### src/rtl/ysyx_22040127_ifu_pkg.sv
// Shared types and constants for the instruction fetch unit.
//   ifu_state_e  : fetch sequencer states (REQ, WAIT, DROP)
//   NOP_INST     : instruction word shown to decode when nothing is buffered
//   DEFAULT_RESET_PC : default first fetch address after reset
//   fifo_entry_t : one buffered {pc, instruction} pair
package ysyx_22040127_ifu_pkg;

    typedef enum logic [1:0] {
        REQ  = 2'd0,   // may issue a request when credit allows
        WAIT = 2'd1,   // one request in flight, its response will be kept
        DROP = 2'd2    // one request in flight, its response will be thrown away
    } ifu_state_e;

    localparam logic [31:0] NOP_INST         = 32'h0000_0013;
    localparam logic [31:0] DEFAULT_RESET_PC = 32'h8000_0000;

    typedef struct packed {
        logic [31:0] pc;
        logic [31:0] inst;
    } fifo_entry_t;

endpackage

### src/rtl/ysyx_22040127_ifu_fifo.sv
// Small synchronous FIFO holding fetched {pc, instruction} pairs.
// Ports:
//   clk, rst   : clock, synchronous active-high reset (empties the FIFO)
//   push       : write push_data at the tail
//   push_data  : entry to write
//   pop        : drop the head entry (ignored when empty)
//   flush      : empty the FIFO; wins over push and pop in the same cycle
//   count      : number of valid entries
//   full/empty : occupancy flags
//   head       : oldest entry (contents undefined when empty)
// DEPTH must be a power of two so the pointers wrap on their own.
module ysyx_22040127_ifu_fifo
    import ysyx_22040127_ifu_pkg::*;
#(
    parameter int DEPTH = 2,
    localparam int CNT_W = $clog2(DEPTH + 1),
    localparam int PTR_W = $clog2(DEPTH)
) (
    input  logic             clk,
    input  logic             rst,
    input  logic             push,
    input  fifo_entry_t      push_data,
    input  logic             pop,
    input  logic             flush,
    output logic [CNT_W-1:0] count,
    output logic             full,
    output logic             empty,
    output fifo_entry_t      head
);

    fifo_entry_t      mem [DEPTH];
    logic [PTR_W-1:0] rd_ptr;
    logic [PTR_W-1:0] wr_ptr;
    logic             push_en;
    logic             pop_en;

    assign full    = (count == CNT_W'(DEPTH));
    assign empty   = (count == '0);
    assign pop_en  = pop && !empty;
    // A push into a full FIFO is only safe when the head leaves in the same cycle.
    assign push_en = push && (!full || pop_en);
    assign head    = mem[rd_ptr];

    always_ff @(posedge clk) begin
        if (rst || flush) begin
            rd_ptr <= '0;
            wr_ptr <= '0;
            count  <= '0;
        end else begin
            if (push_en) wr_ptr <= wr_ptr + 1'b1;
            if (pop_en)  rd_ptr <= rd_ptr + 1'b1;
            case ({push_en, pop_en})
                2'b10:   count <= count + 1'b1;
                2'b01:   count <= count - 1'b1;
                default: count <= count;
            endcase
        end
    end

    // Storage is never reset: count alone decides which entries are visible.
    always_ff @(posedge clk) begin
        if (push_en && !flush && !rst) mem[wr_ptr] <= push_data;
    end

endmodule

### src/rtl/ysyx_22040127_ifu.sv
// Instruction fetch unit feeding the single-cycle core.
// Owns the fetch PC, issues aligned requests to instruction memory (at most
// one in flight), buffers responses with their PC, and hands them to decode.
// A redirect flushes the buffer and swallows any stale in-flight response.
// Ports:
//   clk, rst                          : clock, synchronous active-high reset
//   redirect_valid, redirect_pc       : restart fetch at redirect_pc (bits [1:0] ignored)
//   imem_req_valid/ready/addr         : request channel to instruction memory
//   imem_resp_valid/data              : in-order response, one per accepted request
//   inst_valid, inst_ready            : handshake toward decode
//   instruction, pc                   : buffer head (nop / 0 when empty)
module ysyx_22040127_ifu
    import ysyx_22040127_ifu_pkg::*;
#(
    parameter logic [31:0] RESET_PC  = DEFAULT_RESET_PC,
    parameter int          BUF_DEPTH = 2
) (
    input  logic        clk,
    input  logic        rst,
    input  logic        redirect_valid,
    input  logic [31:0] redirect_pc,
    output logic        imem_req_valid,
    input  logic        imem_req_ready,
    output logic [31:0] imem_req_addr,
    input  logic        imem_resp_valid,
    input  logic [31:0] imem_resp_data,
    output logic        inst_valid,
    input  logic        inst_ready,
    output logic [31:0] instruction,
    output logic [31:0] pc
);

    localparam int               CNT_W      = $clog2(BUF_DEPTH + 1);
    localparam logic [CNT_W:0]   CREDIT_MAX = (CNT_W + 1)'(BUF_DEPTH);

    ifu_state_e       state;
    ifu_state_e       state_n;
    logic [31:0]      fetch_pc;
    logic [31:0]      fetch_pc_n;
    logic [31:0]      req_pc;
    logic             outstanding;
    logic             req_fire;
    logic             fifo_push;
    logic             fifo_pop;
    logic [CNT_W-1:0] fifo_count;
    logic             fifo_full;
    logic             fifo_empty;
    fifo_entry_t      fifo_head;
    fifo_entry_t      fifo_wdata;
    logic [CNT_W:0]   credit_used;
    logic             unused_redirect_lsb;

    // Redirect targets are forced to word alignment; the low bits carry nothing.
    assign unused_redirect_lsb = ^redirect_pc[1:0];

    // Exactly one request is in flight whenever the sequencer is not in REQ.
    assign outstanding = (state != REQ);
    assign credit_used = {1'b0, fifo_count} + {{CNT_W{1'b0}}, outstanding};

    // Credit is judged on this cycle's occupancy; a same-cycle pop does not help.
    assign imem_req_valid = !rst && (state == REQ) && (credit_used < CREDIT_MAX);
    assign imem_req_addr  = fetch_pc;
    assign req_fire       = imem_req_valid && imem_req_ready;

    assign inst_valid  = !rst && !fifo_empty;
    assign instruction = inst_valid ? fifo_head.inst : NOP_INST;
    assign pc          = inst_valid ? fifo_head.pc : 32'h0;
    assign fifo_pop    = inst_valid && inst_ready;

    assign fifo_wdata.pc   = req_pc;
    assign fifo_wdata.inst = imem_resp_data;

    always_comb begin
        state_n    = state;
        fetch_pc_n = fetch_pc;
        fifo_push  = 1'b0;

        case (state)
            REQ: begin
                if (req_fire) state_n = WAIT;
            end
            WAIT: begin
                if (imem_resp_valid) begin
                    fifo_push = 1'b1;
                    state_n   = REQ;
                end
            end
            DROP: begin
                if (imem_resp_valid) state_n = REQ;
            end
            default: state_n = REQ;
        endcase

        // Wraps modulo 2^32 by construction.
        if (req_fire) fetch_pc_n = fetch_pc + 32'd4;

        // Redirect overrides everything above. A request accepted in this same
        // cycle is already in flight, so its response must be swallowed.
        if (redirect_valid) begin
            fifo_push  = 1'b0;
            fetch_pc_n = {redirect_pc[31:2], 2'b00};
            if (state == REQ) begin
                state_n = req_fire ? DROP : REQ;
            end else begin
                state_n = imem_resp_valid ? REQ : DROP;
            end
        end
    end

    always_ff @(posedge clk) begin
        if (rst) begin
            state    <= REQ;
            fetch_pc <= RESET_PC;
        end else begin
            state    <= state_n;
            fetch_pc <= fetch_pc_n;
        end
    end

    // PC travelling with the in-flight request, paired with its response.
    always_ff @(posedge clk) begin
        if (req_fire) req_pc <= fetch_pc;
    end

    ysyx_22040127_ifu_fifo #(
        .DEPTH (BUF_DEPTH)
    ) u_fifo (
        .clk       (clk),
        .rst       (rst),
        .push      (fifo_push),
        .push_data (fifo_wdata),
        .pop       (fifo_pop),
        .flush     (redirect_valid),
        .count     (fifo_count),
        .full      (fifo_full),
        .empty     (fifo_empty),
        .head      (fifo_head)
    );

    // A response with nothing in flight, or a push into a full buffer, means
    // the memory side or the credit logic is broken.
    always_ff @(posedge clk) begin
        if (!rst) begin
            assert (!(imem_resp_valid && !outstanding));
            assert (!(fifo_push && fifo_full));
        end
    end

endmodule

### config.mk
export PLATFORM = sky130hd
export DESIGN_NAME = ysyx_22040127_ifu
export DESIGN_NICKNAME = d
export VERILOG_FILES = /design/src/rtl/ysyx_22040127_ifu_pkg.sv /design/src/rtl/ysyx_22040127_ifu_fifo.sv /design/src/rtl/ysyx_22040127_ifu.sv
export SDC_FILE = /design/constraint.sdc
export NUM_CORES = 1
export LEC_CHECK = 0
export CORE_MARGIN = 2
export CORE_UTILIZATION = 47
export CTS_BUF_LIST = sky130_fd_sc_hd__clkbuf_4 sky130_fd_sc_hd__clkbuf_8
export CTS_CLUSTER_SIZE = 30
export DETAILED_ROUTE_END_ITERATION = 8
export GPL_TIMING_DRIVEN = 0
export PLACE_DENSITY = 0.78
export SYNTH_ARGS = -nofsm -noshare
export SYNTH_HDL_FRONTEND = slang
export SYNTH_SLANG_ARGS = --single-unit
### constraint.sdc
create_clock -name clk -period 8.5 [get_ports clk]
set_clock_uncertainty 0.15 [all_clocks]
set_input_delay 2.125 -clock clk [delete_from_list [all_inputs] [get_ports clk]]
set_output_delay 2.125 -clock clk [all_outputs]
set_load 0.01 [all_outputs]
# After elaboration in Yosys (flattened, before gate mapping)
# Memories as Yosys holds them, arrays and structs flattened. A register that Yosys moved wholly into a read port is not among the register bits.
# Cells that the tools add are included.
# totals
ff_bits	70
memories	1
in_bits	70
mem_bits_rw	128
out_inout_bits	98
# classes
mux	19
n_eq_ne	7
magnitude_cmp	1
add_sub_neg	6
reduce_logical	23
# mem_list
name	words	word_bits	rd	rd_clocked_by_memory_dff	write_ports	line	text
u_fifo.mem	2	64	1	1	1	ysyx_22040127_ifu_fifo.sv:31	fifo_entry_t mem [DEPTH];
# op_table
cell	count
32-bit two-way mux	4
32-bit by 3-bit adder with 32-bit output (second input constant)	1
2-bit two-way mux	6
1-bit logical AND	9
2-bit case mux with 2 select lines	2
1-bit two-way mux	7
2-bit equality test (second input constant)	3
2-bit nonzero test	3
2-bit by 1-bit equality test with 1-bit output (second input constant)	2
1-bit zero test	4
2-bit zero test	2
2-bit OR reduction	2
2-bit by 1-bit adder with 3-bit output	1
3-bit by 2-bit < comparator with 1-bit output (second input constant)	1
3-bit by 1-bit inequality test with 1-bit output (second input constant)	1
3-bit inequality test (second input constant)	1
1-bit adder (second input constant)	2
2-bit by 1-bit adder with 2-bit output (second input constant)	1
1-bit logical OR	2
2-bit AND reduction	1
2-bit by 1-bit subtractor with 2-bit output (second input constant)	1

# Depth between registers and ports, before layout
# Gate-level depths: netlist (run 1).
# logic_depth
depth_word	11
ltp_mapped	8
ltp_nobuf	8

# Hierarchy
# Synthesis (run 1) repeated with hierarchy kept, for this count alone.
# hier_totals
hier_cells	570
hier_area_um2	8217.9
# by_module_without_submodules
module	cells_per_inst	area_per_inst_um2	instances
ysyx_22040127_ifu_fifo	228	4902.2	1
ysyx_22040127_ifu	342	3315.7	1

# Worst setup path before layout (run 1)
# Ideal clock, no wire load.
# synth_path
path_type	input-to-reg
from	input rst
to	memory u_fifo.mem[1][0] in the netlist's numbering, enable pin
path_buffers	0
stages	5
setup_slack_ns	0.295
t_arrival_ns	7.483
cell_sequence	o21bai_1 > inv_1 > a21oi_1 > or2_2 > nor3b_1
# synth_between
elab_chain_len	10
# synth_rtl
item	line	text
from (decl)	ysyx_22040127_ifu.sv:19	input logic rst,
1-bit zero test	ysyx_22040127_ifu.sv:65	assign inst_valid = !rst && !fifo_empty;
1-bit logical AND	ysyx_22040127_ifu.sv:65	
via inst_valid	ysyx_22040127_ifu.sv:27	output logic inst_valid,
1-bit logical AND	ysyx_22040127_ifu.sv:68	assign fifo_pop = inst_valid && inst_ready;
1-bit logical AND	ysyx_22040127_ifu_fifo.sv:39	assign pop_en = pop && !empty;
1-bit logical OR	ysyx_22040127_ifu_fifo.sv:41	assign push_en = push && (!full || pop_en);
1-bit logical AND	ysyx_22040127_ifu_fifo.sv:41	
1-bit logical AND (2 in a row)	ysyx_22040127_ifu_fifo.sv:62	if (push_en && !flush && !rst) mem[wr_ptr] <= push_data;
1-bit two-way mux	ysyx_22040127_ifu_fifo.sv:62	
1-bit two-way mux (not written as such)	ysyx_22040127_ifu_fifo.sv:62	
to (decl)	ysyx_22040127_ifu_fifo.sv:31	
# The timed path passes the listed nets, and every way through them passes these cells.

# Worst setup path after layout (run 1)
# layout_path
from	input rst
to	output pc[23]
# layout_between
elab_chain_len	3
# layout_rtl
item	line	text
1-bit zero test	ysyx_22040127_ifu.sv:65	
1-bit logical AND	ysyx_22040127_ifu.sv:65	
32-bit two-way mux	ysyx_22040127_ifu.sv:67	assign pc = inst_valid ? fifo_head.pc : 32'h0;
to (decl)	ysyx_22040127_ifu.sv:30	output logic [31:0] pc
# Every way passes these cells.

==> results.cfg, run 1 <==
[run_status]
status = finished clean

[place]
place.gp.congestion = 0.895
dp.cells = 964
place_hpwl_um = 12700
place.port_buffers = 160

[worst_setup_path]
endpoint_kind = output port
r2r_slack_ns = 5.21
worstPathRequired_ns = 6.23
rr_worst_depth = 8
cp_slowest_stage_delay_ns = 0.52
worstPathCellList = clkdlybuf4s50_1 > o21bai_1 > clkbuf_1 > buf_1 > nor2_1 > clkdlybuf4s50_1
start_kind = input port
crit_slowest_cell = clkdlybuf4s50_1
critPathKind = input port to output port
path_common_cell = clkdlybuf4s50_1
cp_max_fo = 10
r2r-start = u_fifo.count[0]
r2r_end = u_fifo.mem[0][26]
worst_ep_arrival_time_ns = 4.50

[drt]
drc_errors = 0
vias_per_cell = 5.30
drt_iter0_drc = 379
wl_per_cell_um = 17.7
ant_nets = 0
drt-total-wl_um = 17700
firstDrtPassIters = 5
num_vias = 5279

[floorplan]
start_util = 0.475
rows = 47
dieArea_mm2 = 0.0176
die_y_um = 133
ios = 168
die_w_um = 133
core_mm2 = 0.0164

[synthesis]
synth_top_area_share = 0.593
synth_cells = 570
synth_xor_area_frac = 0.0146
synthArstFlopShare = 0
synth_compound_area_frac = 0.0606
synthAdderAreaFrac = 0.00642
synth.area.mux_share = 0.0796
synthSimpleGateAreaFrac = 0.122
syn_area_per_cell_um2 = 13.7
syn_area_mm2 = 0.00780
synth-edff-count = 154
yosys_register_bits = 191
synth_top_flop_cell = edfxtp_1
synth_top_family_by_area = simple AND/OR/NAND/NOR gates
synth_area_leaders = edfxtp_1 (59%), dfxtp_1 (9.5%), mux2i_1 (8.0%)
yosysTopAreaCell = edfxtp_1
yosysWarningCount = 0
synth_seq_area_share = 0.688
ys_types = 57

[sta]
fin_crit_sh = 0.798
relSlewSlack = 0.375
hold-worst-slack_ns = 0.303
post-route-min-period_ns = 6.78
slew_violations = 0
max_freq_mhz = 148
finalHoldViolations = 0
tightest_slew_ns = 0.933
tns_ns = 0
setup_viol = 0
rsz0062_at_grt = false

[clock_tree]
postCtsSetupBuffers = 0
clock_latency_ns = 0.47
clk_pin_slew_worst_paths_ns = 0.09
clk_path_buf_depth = 2
cts_root_buf = clkbuf_8
hold_buffers = 0
cts_tree = yes
h-tree-depth = 4
cts.sinks = 191
cts_resized = 0
cts_made_buffers = 17

[min_path]
hp-start = req_pc[11]
min_to = u_fifo.mem[0][43]
hp-class = flop to flop
min_delay_path_depth = 0

[global_route]
grt_pass1_vias = 5319
antenna_found_initial = 0
grt-ovfl-total = 0
grt_max_degree = 40
grt_pass1_wl_um = 27700
grt_usage = 0.204

[final_layout]
area_growth_pct = 31.6
instances_no_fill = 996
final_common_cell = clkdlybuf4s50_1
drive_above_1_share = 0.0876
layout.filler_cells = 1239
fin_nets = 837
layout_common_cells = clkdlybuf4s50_1 (160), edfxtp_1 (154), nor2_1 (90)
n_antenna_cell = 0

[run]
max_cap_violations = 0

[power_and_ir_drop]
ir_drop_mv = 0.103
totalPowerFinal_mw = 1.81
p_per_area_mw_per_mm2 = 177
p_leak_nw = 3.29
cells by family after synthesis:
| kind of cell | after synthesis |
|---|---|
| AO/OA/AOI/OAI | 65 |
| XOR/XNOR | 13 |
| adder cells (fa/ha/maj) | 4 |
| buffers and inverters | 49 |
| flip-flops | 191 |
| multiplexers | 62 |
| other | 1 |
| AND/OR/NAND/NOR | 185 |
per-stage QoR:
step / utilization / setup slack, ns / area [um^2]
6_report: 0.626 / 1.72 / 10300
5_1_grt: 0.626 / 1.51 / 10300
4_1_cts: 0.626 / 1.62 / 10300
3_5_place_dp: 0.599 / 1.63 / 9830
3_3_place_gp: 0.590 / -2.61 / 9690
2_1_floorplan: - / 0.295 / 7810
worst max-delay path: cells and delay by family:
kind	cells	cell delay, ns
compound gates	1	0.41
simple gates	1	0.10
buf+inv	4	1.86
registers in the layout, summed over array words and instances, names as in the netlist, named ones only:
| signal | cells |
|---|---|
| imem_req_addr | 30 |
| u_fifo.wr_ptr | 1 |
| u_fifo.rd_ptr | 1 |
| u_fifo.count | 2 |
| req_pc | 30 |
| u_fifo.mem | 124 |
| state | 2 |
metal layers:
| metal | global-route usage | part of all wire | up-vias |
|---|---|---|---|
| li1 | - | - | 2517 |
| met1 | 0.267 | 0.44 | 2565 |
| met2 | 0.341 | 0.49 | 173 |
| met3 | 0.0356 | 0.051 | 24 |
| met4 | 0.0800 | 0.021 | 0 |
| met5 | 0 | 0 | - |
synth_stat cells (all sizes together) (2+ instances only):
master,count
buf,12
edfxtp,154
or3,11
or2,2
o21ai,9
nor2,90
o21bai,2
dfxtp,37
nand2,22
nand4,13
xor2,9
ha,4
clkbuf,24
nor3,4
and4,6
inv,11
and2,6
nor3b,3
clkinv,2
nand3,9
mux2i,62
and3,5
or4,7
o41ai,2
a21oi,9
o31ai,8
a31oi,2
a311oi,12
xnor2,4
nor4,3
a211oi,10
power by group:
group	leakage, nW	internal (mW)	switching (mW)	total, mW
sequential	1.70	1.03	0.0235	1.05
clock	0.216	0.325	0.320	0.645
combinational	1.37	0.0627	0.0509	0.114
final cells by class:
class / instances / area (um^2) / share of cell area
clock inverters: 15 / 209 / 0.0203
inverters: 13 / 50.0 / 0.00487
clock buffers: 17 / 234 / 0.0228
well taps: 220 / 275 / 0.0268
plain buffers: 36 / 169 / 0.0164
flip-flops and latches: 191 / 5370 / 0.522
multi-input cells: 333 / 2240 / 0.218
repair buffers: 171 / 1730 / 0.168
worst max path at each step:
stage | startpoint | endpoint | slack [ns]
2_1_floorplan | rst | u_fifo.mem[1][0] | 0.30
3_3_place_gp | rst | u_fifo.mem[1][39] | -2.61
3_5_place_dp | rst | pc[22] | 1.63
4_1_cts | rst | pc[25] | 1.62
5_1_grt | rst | pc[21] | 1.51
6_report | rst | pc[23] | 1.72
Note: power is estimated with default switching activity, not from simulation.
==> run 2: changes to the inputs <==
--- a/config.mk
+++ b/config.mk
@@ -6,12 +6,12 @@
 export NUM_CORES = 1
 export LEC_CHECK = 0
 export CORE_MARGIN = 2
-export CORE_UTILIZATION = 47
+export CORE_UTILIZATION = 53
 export CTS_BUF_LIST = sky130_fd_sc_hd__clkbuf_4 sky130_fd_sc_hd__clkbuf_8
 export CTS_CLUSTER_SIZE = 30
 export DETAILED_ROUTE_END_ITERATION = 8
 export GPL_TIMING_DRIVEN = 0
-export PLACE_DENSITY = 0.78
+export PLACE_DENSITY = 0.83
 export SYNTH_ARGS = -nofsm -noshare
 export SYNTH_HDL_FRONTEND = slang
 export SYNTH_SLANG_ARGS = --single-unit
==> constraint.sdc (replaced) <==
create_clock -name clk -period 6.6 [get_ports clk]
set_clock_uncertainty 0.15 [all_clocks]
set_input_delay 1.65 -clock clk [delete_from_list [all_inputs] [get_ports clk]]
set_output_delay 1.65 -clock clk [all_outputs]
set_load 0.01 [all_outputs]
==> run 2 against run 1 <==
  * Power grew 27%
  * Sequential power up 30%
  * Largest power group unchanged
  * Register-to-register slack got worse by 2.1 ns
  * Highest routed layer unchanged
  * Flip-flop and latch count unchanged
  * Core utilization is 8.0 points higher
==> results.cfg, run 2 (same netlist as run 1, synthesis figures left out) <==
[run_status]
status = finished clean

[clock_tree]
clk_pin_slew_worst_paths_ns = 0.09
postCtsSetupBuffers = 0
clock_latency_ns = 0.46
cts_root_buf = clkbuf_8
hold_buffers = 0
h-tree-depth = 4
cts_tree = yes
cts.sinks = 191
cts_resized = 0
cts_made_buffers = 17
clk_path_buf_depth = 2

[worst_setup_path]
crit_buf_inv = 4
critPathKind = input port to output port
start_kind = input port
worst_ep_arrival_time_ns = 4.12
path_common_cell = clkdlybuf4s50_1
worstPathRequired_ns = 4.80
crit_slowest_cell = clkdlybuf4s50_1
endpoint_kind = output port
worstPathCellList = clkdlybuf4s50_1 > o21bai_1 > clkbuf_1 > buf_1 > nor2_1 > clkdlybuf4s50_1
critical_path.top_delay_family = buffers and inverters
cp_max_fo = 10
cp_slowest_stage_delay_ns = 0.53

[floorplan]
dieArea_mm2 = 0.0157
start_util = 0.539
core_mm2 = 0.0145
ios = 168
die_y_um = 125
die_w_um = 125
rows = 44

[final_layout]
largest_reg_flops = 124
multiInputGateArea_mm2 = 0.00225
instances_no_fill = 955
layout.filler_cells = 1006
n_antenna_cell = 0
final_area_mm2 = 0.0102
top_register = u_fifo.mem
drive_above_1_share = 0.0817
layout_common_cells = clkdlybuf4s50_1 (160), edfxtp_1 (154), nor2_1 (90)
final_common_cell = clkdlybuf4s50_1
final-seq-area_mm2 = 0.00537
area_growth_pct = 31.1
fin_nets = 832

[sta]
finalHoldViolations = 0
setup_ws_ns = 0.680
tns_ns = 0
slew_violations = 0
fin_crit_sh = 0.897
tightest_slew_ns = 1.05
max_freq_mhz = 169
relSlewSlack = 0.302
post-route-min-period_ns = 5.92
hold-worst-slack_ns = 0.306
rsz0062_at_grt = false
setup_viol = 0

[global_route]
grt_max_degree = 40
grt_usage = 0.226
grt_pass1_wl_um = 27600
grt-ovfl-total = 0
antenna_found_initial = 0
grt_pass1_vias = 5326

[drt]
ant_nets = 0
num_vias = 5329
drc_errors = 0
drt_iter0_drc = 457
drt-total-wl_um = 17400
wl_per_cell_um = 18.2
firstDrtPassIters = 6
vias_per_cell = 5.58

[power_and_ir_drop]
p_leak_nw = 3.29
p_per_area_mw_per_mm2 = 224
ir_drop_mv = 0.130

[place]
place.gp.congestion = 0.903
place_hpwl_um = 12500
pre_cts_ws_ns = 0.648
dpl_cell_area_mm2 = 0.00981
place.port_buffers = 160
dp.cells = 923

[min_path]
hp-class = flop to flop

[run]
max_cap_violations = 0
[run 2: cell type report]
cell class                 instances  area share
inverter                          13     0.00489
clock inverter                    13      0.0155
clock buffer                      19      0.0256
buffer                            36      0.0165
tap                              184      0.0225
timing repair buffer             166       0.170
multi-input combinational        333       0.220
sequential                       191       0.525
[run 2: layer usage]
| metal | vias up | GRT usage | wire length (um) |
|---|---|---|---|
| met2 | 274 | 0.365 | 8430 |
| met4 | 0 | 0.0902 | 379 |
| li1 | 2507 | - | - |
| met5 | - | 0 | 0 |
| met3 | 35 | 0.0513 | 1390 |
| met1 | 2513 | 0.299 | 7210 |
[run 2: worst paths after layout]
check	startpoint	to	slack, ns	cells past startpoint
min reg2reg	req_pc[25]	u_fifo.mem[1][57]	0.31	0
max reg2reg	u_fifo.count[0]	u_fifo.mem[1][29]	3.10	8
min	req_pc[25]	u_fifo.mem[1][57]	0.31	0
max	rst	pc[26]	0.68	6
[run 2: where the power goes]
group / switching, mW / total, mW / internal [mW]
combinational: 0.0653 / 0.146 / 0.0810
sequential: 0.0308 / 1.36 / 1.33
clock: 0.394 / 0.790 / 0.396
total: 0.490 / 2.29 / 1.80
[run 2: metrics by stage]
stage	util	total power, mW
finish	0.706	2.29
global route	0.706	2.37
CTS	0.706	2.30
detailed placement	0.677	1.53
global placement	0.667	1.52
floorplan	-	1.43
